## src/rtl/rv32im_decode_stage.sv

```systemverilog
// rv32im_decode_stage: RV32IM instruction decode with a registered ID/EX boundary.
// Ports: CLK/RESET (sync, active-high); IN_VALID, INSTR, PC_IN from IF/ID;
//        STALL holds the output stage, FLUSH loads a bubble (NOP decode, OUT_VALID=0);
//        outputs OUT_VALID, PC_OUT, ALU_OPCODE, IMM, OP1_SEL, OP2_SEL, RS1/RS2/RD_ADDR,
//        FUNCT3, REG_WRITE_EN, MEM_READ, MEM_WRITE, BRANCH, JUMP, ILLEGAL.
// Optional: define RV32M_EN to decode funct7=0000001 OP instructions as M-extension ops;
//           without it they are reported ILLEGAL.
module rv32im_decode_stage #(
    parameter int          XLEN      = 32,
    parameter logic [31:0] NOP_INSTR = 32'h00000013
) (
    input  logic            CLK,
    input  logic            RESET,
    input  logic            IN_VALID,
    input  logic [31:0]     INSTR,
    input  logic [XLEN-1:0] PC_IN,
    input  logic            STALL,
    input  logic            FLUSH,
    output logic            OUT_VALID,
    output logic [XLEN-1:0] PC_OUT,
    output logic [4:0]      ALU_OPCODE,
    output logic [XLEN-1:0] IMM,
    output logic [1:0]      OP1_SEL,
    output logic            OP2_SEL,
    output logic [4:0]      RS1_ADDR,
    output logic [4:0]      RS2_ADDR,
    output logic [4:0]      RD_ADDR,
    output logic [2:0]      FUNCT3,
    output logic            REG_WRITE_EN,
    output logic            MEM_READ,
    output logic            MEM_WRITE,
    output logic            BRANCH,
    output logic            JUMP,
    output logic            ILLEGAL
);
    localparam logic [4:0] ADD = 5'd0, SUB = 5'd1, SLL = 5'd2, SRL = 5'd3, SRA = 5'd4,
                           SLT = 5'd5, SLTU = 5'd6, AND = 5'd7, OR = 5'd8, XOR = 5'd9;
    localparam logic [6:0] LUI = 7'b0110111, AUIPC = 7'b0010111, JAL = 7'b1101111,
                           JALR = 7'b1100111, BR = 7'b1100011, LOAD = 7'b0000011,
                           STORE = 7'b0100011, OPIMM = 7'b0010011, OP = 7'b0110011;

    typedef struct packed {
        logic            valid;
        logic [XLEN-1:0] pc;
        logic [4:0]      alu;
        logic [XLEN-1:0] imm;
        logic [1:0]      op1;
        logic            op2;
        logic [4:0]      rs1;
        logic [4:0]      rs2;
        logic [4:0]      rd;
        logic [2:0]      f3;
        logic            we;
        logic            mr;
        logic            mw;
        logic            br;
        logic            jp;
        logic            ill;
    } dec_t;

    // alt selects SUB/SRA (inst[30]) where that bit is an opcode modifier.
    function automatic logic [4:0] base_alu(input logic [2:0] f3, input logic alt);
        case (f3)
            3'b000:  base_alu = alt ? SUB : ADD;
            3'b001:  base_alu = SLL;
            3'b010:  base_alu = SLT;
            3'b011:  base_alu = SLTU;
            3'b100:  base_alu = XOR;
            3'b101:  base_alu = alt ? SRA : SRL;
            3'b110:  base_alu = OR;
            default: base_alu = AND;
        endcase
    endfunction

`ifdef RV32M_EN
    function automatic logic [4:0] mul_alu(input logic [2:0] f3);
        case (f3)
            3'b000:  mul_alu = 5'd10;
            3'b001:  mul_alu = 5'd11;
            3'b010:  mul_alu = 5'd13;
            3'b011:  mul_alu = 5'd12;
            3'b100:  mul_alu = 5'd14;
            3'b101:  mul_alu = 5'd15;
            3'b110:  mul_alu = 5'd16;
            default: mul_alu = 5'd17;
        endcase
    endfunction
`endif

    function automatic dec_t decode(input logic [31:0] ins, input logic [XLEN-1:0] pc,
                                    input logic vld);
        dec_t       d;
        logic [2:0] f3;
        logic [6:0] f7;
        f3       = ins[14:12];
        f7       = ins[31:25];
        d        = '0;
        d.valid  = vld;
        d.pc     = pc;
        d.rs1    = ins[19:15];
        d.rs2    = ins[24:20];
        d.rd     = ins[11:7];
        d.f3     = f3;
        case (ins[6:0])
            LUI: begin
                d.imm = {ins[31:12], 12'b0};
                d.op1 = 2'b10;
                d.op2 = 1'b1;
                d.we  = 1'b1;
            end
            AUIPC: begin
                d.imm = {ins[31:12], 12'b0};
                d.op1 = 2'b01;
                d.op2 = 1'b1;
                d.we  = 1'b1;
            end
            JAL: begin
                d.imm = {{12{ins[31]}}, ins[19:12], ins[20], ins[30:21], 1'b0};
                d.op1 = 2'b01;
                d.op2 = 1'b1;
                d.jp  = 1'b1;
                d.we  = 1'b1;
            end
            JALR: begin
                d.imm = {{20{ins[31]}}, ins[31:20]};
                d.op2 = 1'b1;
                d.jp  = 1'b1;
                d.we  = 1'b1;
                d.ill = f3 != 3'b000;
            end
            BR: begin
                d.imm = {{20{ins[31]}}, ins[7], ins[30:25], ins[11:8], 1'b0};
                d.alu = !f3[2] ? SUB : f3[1] ? SLTU : SLT;
                d.br  = 1'b1;
                d.ill = f3[2:1] == 2'b01;
            end
            LOAD: begin
                d.imm = {{20{ins[31]}}, ins[31:20]};
                d.op2 = 1'b1;
                d.mr  = 1'b1;
                d.we  = 1'b1;
                d.ill = f3 == 3'b011 || f3[2:1] == 2'b11;
            end
            STORE: begin
                d.imm = {{20{ins[31]}}, ins[31:25], ins[11:7]};
                d.op2 = 1'b1;
                d.mw  = 1'b1;
                d.ill = f3[2] || f3 == 3'b011;
            end
            OPIMM: begin
                d.op2 = 1'b1;
                d.we  = 1'b1;
                if (f3[1:0] == 2'b01) begin
                    // shifts: the upper immediate bits are funct7, shamt is zero-extended
                    d.imm = {27'b0, ins[24:20]};
                    d.alu = base_alu(f3, f7[5]);
                    d.ill = !(f7 == 7'b0000000 || (f3[2] && f7 == 7'b0100000));
                end else begin
                    d.imm = {{20{ins[31]}}, ins[31:20]};
                    d.alu = base_alu(f3, 1'b0);
                end
            end
            OP: begin
                d.we = 1'b1;
                case (f7)
                    7'b0000000: d.alu = base_alu(f3, 1'b0);
                    7'b0100000: begin
                        d.alu = base_alu(f3, 1'b1);
                        d.ill = !(f3 == 3'b000 || f3 == 3'b101);
                    end
`ifdef RV32M_EN
                    7'b0000001: d.alu = mul_alu(f3);
`else
                    7'b0000001: d.ill = 1'b1;
`endif
                    default: d.ill = 1'b1;
                endcase
            end
            default: d.ill = 1'b1;
        endcase
        if (d.ill) begin
            d.alu = ADD;
            d.op1 = 2'b00;
            d.op2 = 1'b0;
            {d.we, d.mr, d.mw, d.br, d.jp} = '0;
        end
        if (!vld) begin
            {d.we, d.mr, d.mw, d.br, d.jp, d.ill} = '0;
        end
        return d;
    endfunction

    dec_t dec_q, dec_d, nop_d;

    always_comb begin
        dec_d = decode(INSTR, PC_IN, IN_VALID);
        nop_d = decode(NOP_INSTR, '0, 1'b0);
    end

    always_ff @(posedge CLK) begin
        if (RESET)
            dec_q <= '0;
        else if (FLUSH)
            dec_q <= nop_d;
        else if (!STALL)
            dec_q <= dec_d;
    end

    assign OUT_VALID    = dec_q.valid;
    assign PC_OUT       = dec_q.pc;
    assign ALU_OPCODE   = dec_q.alu;
    assign IMM          = dec_q.imm;
    assign OP1_SEL      = dec_q.op1;
    assign OP2_SEL      = dec_q.op2;
    assign RS1_ADDR     = dec_q.rs1;
    assign RS2_ADDR     = dec_q.rs2;
    assign RD_ADDR      = dec_q.rd;
    assign FUNCT3       = dec_q.f3;
    assign REG_WRITE_EN = dec_q.we;
    assign MEM_READ     = dec_q.mr;
    assign MEM_WRITE    = dec_q.mw;
    assign BRANCH       = dec_q.br;
    assign JUMP         = dec_q.jp;
    assign ILLEGAL      = dec_q.ill;
endmodule

```

## config.mk

```make
export PLATFORM = sky130hd
export DESIGN_NAME = rv32im_decode_stage
export DESIGN_NICKNAME = d
export VERILOG_FILES = /design/src/rtl/rv32im_decode_stage.sv
export SDC_FILE = /design/constraint.sdc
export NUM_CORES = 1
export LEC_CHECK = 0
export ABC_AREA = 1
export BUFFER_PORTS_ARGS = -buffer_cell sky130_fd_sc_hd__buf_2
export CORE_UTILIZATION = 44
export CTS_CLUSTER_DIAMETER = 30
export DETAILED_ROUTE_END_ITERATION = 8
export GPL_ROUTABILITY_DRIVEN = 0
export PLACE_DENSITY_LB_ADDON = 0.2
export SYNTH_ARGS = -nofsm -noshare
export SYNTH_HDL_FRONTEND = slang
export SYNTH_SLANG_ARGS = --single-unit
```

## constraint.sdc

```tcl
create_clock -name CLK -period 1.35 [get_ports CLK]
set_input_delay 0.135 -clock CLK [delete_from_list [all_inputs] [get_ports CLK]]
set_output_delay 0.135 -clock CLK [all_outputs]
set_load 0.05 [all_outputs]
```

==> results_dict.tcl <==
set metrics [dict create \
    critical-path-max-stage-delay_ns 0.54 \
    hold_viol_final 0 \
    hold_path_class "in -> reg" \
    drtIter0Drc 244 \
    syn_avg_cell_area_um2 6.80 \
    syn_nets 702 \
    ant_nets 0 \
    ir_drop_mv 0.641 \
    endpoint_kind "flop" \
    top_usage_layer "met2" \
    multi_input_area_mm2 0.00210 \
    worstPathRequired_ns 1.64 \
    met3_usage_pct 6.10 \
    initial_core_util_pct 45.9 \
    die_h_um 101 \
    worst_slew_pin_slew_ns 0.524 \
    nFillCells 909 \
    io_pins 166 \
    ys_ff_latch 96 \
    regToRegStartpoint "RS2_ADDR[2]" \
    maxSlewHeadroom_pct 65.1 \
    mostFrequentLayoutCells "nand2_1 (219), buf_2 (164), dfxtp_1 (96)" \
    cts.path.max_buffers 2 \
    max_cap_violations 0 \
    cts.clk_slew.worst_paths_ns 0.10 \
    routedWlPerCell_um 13.6 \
    critPathTopFamily "buffers and inverters" \
    antenna_found_initial 0 \
    p_sw_uw 1710 \
    dp.final_hpwl_um 9450 \
    grtUsageMet1_pct 31.4 \
    port_buffers 164 \
    gr-total-overflow 0 \
    drc 0 \
    track_usage_pct 25.8 \
    clk_latency_ns 0.36 \
    fin_cells 979 \
    p_leak_uw 0.00290 \
    grt_max_degree 89 \
    fin_nets 914 \
    fin_skew_ns 0 \
    max_clock_freq_mhz 793 \
    mostFrequentLayoutCell "nand2_1" \
    cp_max_fo 23 \
    rrSetupSlack_ns 0.66 \
    drt-total-wl_um 13300 \
    route.vias.total 4929 \
    cts-buffers-inserted 9 \
    p_total_uw 5800 \
    final_util_pct 63.8 \
    hold-worst-slack_ns 0.00852 \
    grtUsageMet2_pct 44.3 \
    combPwrFrac_pct 15.9 \
    outcome "finished, final reports clean" \
    synth-edff-count 0 \
    power_density_mw_per_mm2 970 \
    rows 35 \
    vias_per_cell 5.03 \
    n_antenna_cell 0 \
    synth_ff_type "dfxtp_1" \
    ys.warnings.count 0 \
    grt_pass1_vias 4512 \
    cts.sinks 96 \
    final-max-slew-violation-count 0 \
    placed_cells 946 \
    hold_path_depth 3 \
    final.setup.tns_ns 0 \
    core_region_area_mm2 0.00937 \
    finalSetupViolations 0 \
    synth-async-reset-ratio_pct 0 \
    pwr-share-clk_pct 33.8 \
    ys_seq_area_share_pct 44.6 \
    synth_cells 633 \
    switching_share_pct 29.5 \
    drive_gt1_share_pct 31.4 \
    syn2layout_area_growth_pct 39.0 \
    seq_area_mm2 0.00192 \
    worstPathArrival_ns 1.56 \
    cp_num_buf_inv 2 \
    reg2reg_depth 2 \
    root_buffer "clkbuf_8" \
    die-area_mm2 0.0102 \
    start_kind "input port" \
    pwr-share-seq_pct 50.3 \
    grt_pass1_wl_um 20600 \
    die_w_um 101 \
    cts.htree.levels 3 \
    cts_tree "done" \
    crit_type "in -> reg" \
    hold_start "PC_IN[24]" \
    min_period_ns 1.26 \
    synth_area_mm2 0.00431 \
    crit_chain "dlygate4sd3_1 -> buf_2 -> or2_2 -> a211oi_1" \
    critPathSlowestCell "dlygate4sd3_1" \
    ys_types 27 \
    rr_endpoint "RS2_ADDR[2]" \
    hold_path_end "PC_OUT[24]" \
    dr.pass1.iters 6 \
    fin_crit_sh_pct 93.4 \
    intPower_uw 4090 \
]
==> layout make-up <==
class,count,area share (%)
Clock buffer,10,2.13
Clock inverter,6,1.25
Inverter,35,2.20
Multi-Input combinational cell,463,35.0
Sequential cell,96,32.1
Tap cell,129,2.70
Timing Repair Buffer,240,24.6
==> registers in the layout, summed over array words and instances, names as in the netlist <==
register and cells:
ALU_OPCODE 4, BRANCH 1, FUNCT3 3, ILLEGAL 1, IMM 32, JUMP 1
MEM_READ 1, MEM_WRITE 1, OP1_SEL 2, OP2_SEL 1, OUT_VALID 1, PC_OUT 32
RD_ADDR 5, REG_WRITE_EN 1, RS1_ADDR 5, RS2_ADDR 5
==> metrics by stage <==
stage	setup slack (ns)	instance area (µm²)
finish	0.0889	5980
global route	-0.00180	5980
CTS	0.0122	5970
detailed placement	-0.304	5610
global placement	-0.233	5610
floorplan	0.0327	4310
==> power groups by stage <==
stage | registers (µW) | logic, µW | clock network, µW
global placement | 2980 | 864 | 0
CTS | 2920 | 915 | 2000
global route | 2930 | 996 | 2130
floorplan | 3190 | 315 | 0
detailed placement | 2980 | 878 | 0
finish | 2920 | 924 | 1960
==> metal layers <==
layer	vias to the layer above	part of all wire, %
met5	-	0
met1	2232	43
met4	0	2.3
met3	23	6.9
li1	2486	-
met2	188	48
==> cells by family (layout without fill, tap and decap cells) <==
group           Yosys count  in the layout  synth area share (%)
simple gates            312            313                  30.1
other cells               1              1                0.0871
buf+inv                  75            291                  6.92
flops                    96             96                  44.6
compound gates          149            149                  18.3
==> synthesized netlist by cell type, types with 2 or more instances <==
| cell | instances | area (µm²) |
|---|---|---|
| o21ai_0 | 24 | 120 |
| nand3_1 | 36 | 180 |
| buf_2 | 4 | 20.0 |
| nor2_4 | 2 | 22.5 |
| nor2_1 | 35 | 131 |
| clkbuf_1 | 28 | 105 |
| buf_1 | 6 | 22.5 |
| o211ai_1 | 2 | 15.0 |
| o21ai_1 | 14 | 70.1 |
| a21oi_1 | 95 | 475 |
| nor2_2 | 2 | 12.5 |
| nand4_1 | 10 | 62.6 |
| inv_1 | 23 | 86.3 |
| o21ai_2 | 2 | 17.5 |
| a211oi_1 | 9 | 67.6 |
| nand2_1 | 219 | 822 |
| inv_2 | 12 | 45.0 |
| dfxtp_1 | 96 | 1920 |
| nand2_2 | 6 | 37.5 |
==> worst register-to-register path, cell delays in order, from the launching register on <==
cell and delay [ns]:
dfxtp_1 0.35, nor2_1 0.05, a211oi_1 0.21
==> how the worst max path moves through the flow <==
stage,from,end,slack (ns),depth (start not counted)
finish,RESET,RS2_ADDR[3],0.09,4
global route,INSTR[1],IMM[20],-0.002,11
CTS,RESET,IMM[11],0.01,5
detailed placement,INSTR[3],IMM[14],-0.30,10
global placement,INSTR[3],IMM[14],-0.23,10
floorplan,INSTR[1],IMM[26],0.03,9
==> what timing repair did <==
action                                  in CTS  in global routing
gates resized for setup                      0                  1
buffers inserted                             0                  0
endpoints found under the setup margin       0                 52
hold buffers                                16                  0
endpoints found under the hold margin       16                  0
Power figures use the tool's default switching activity.
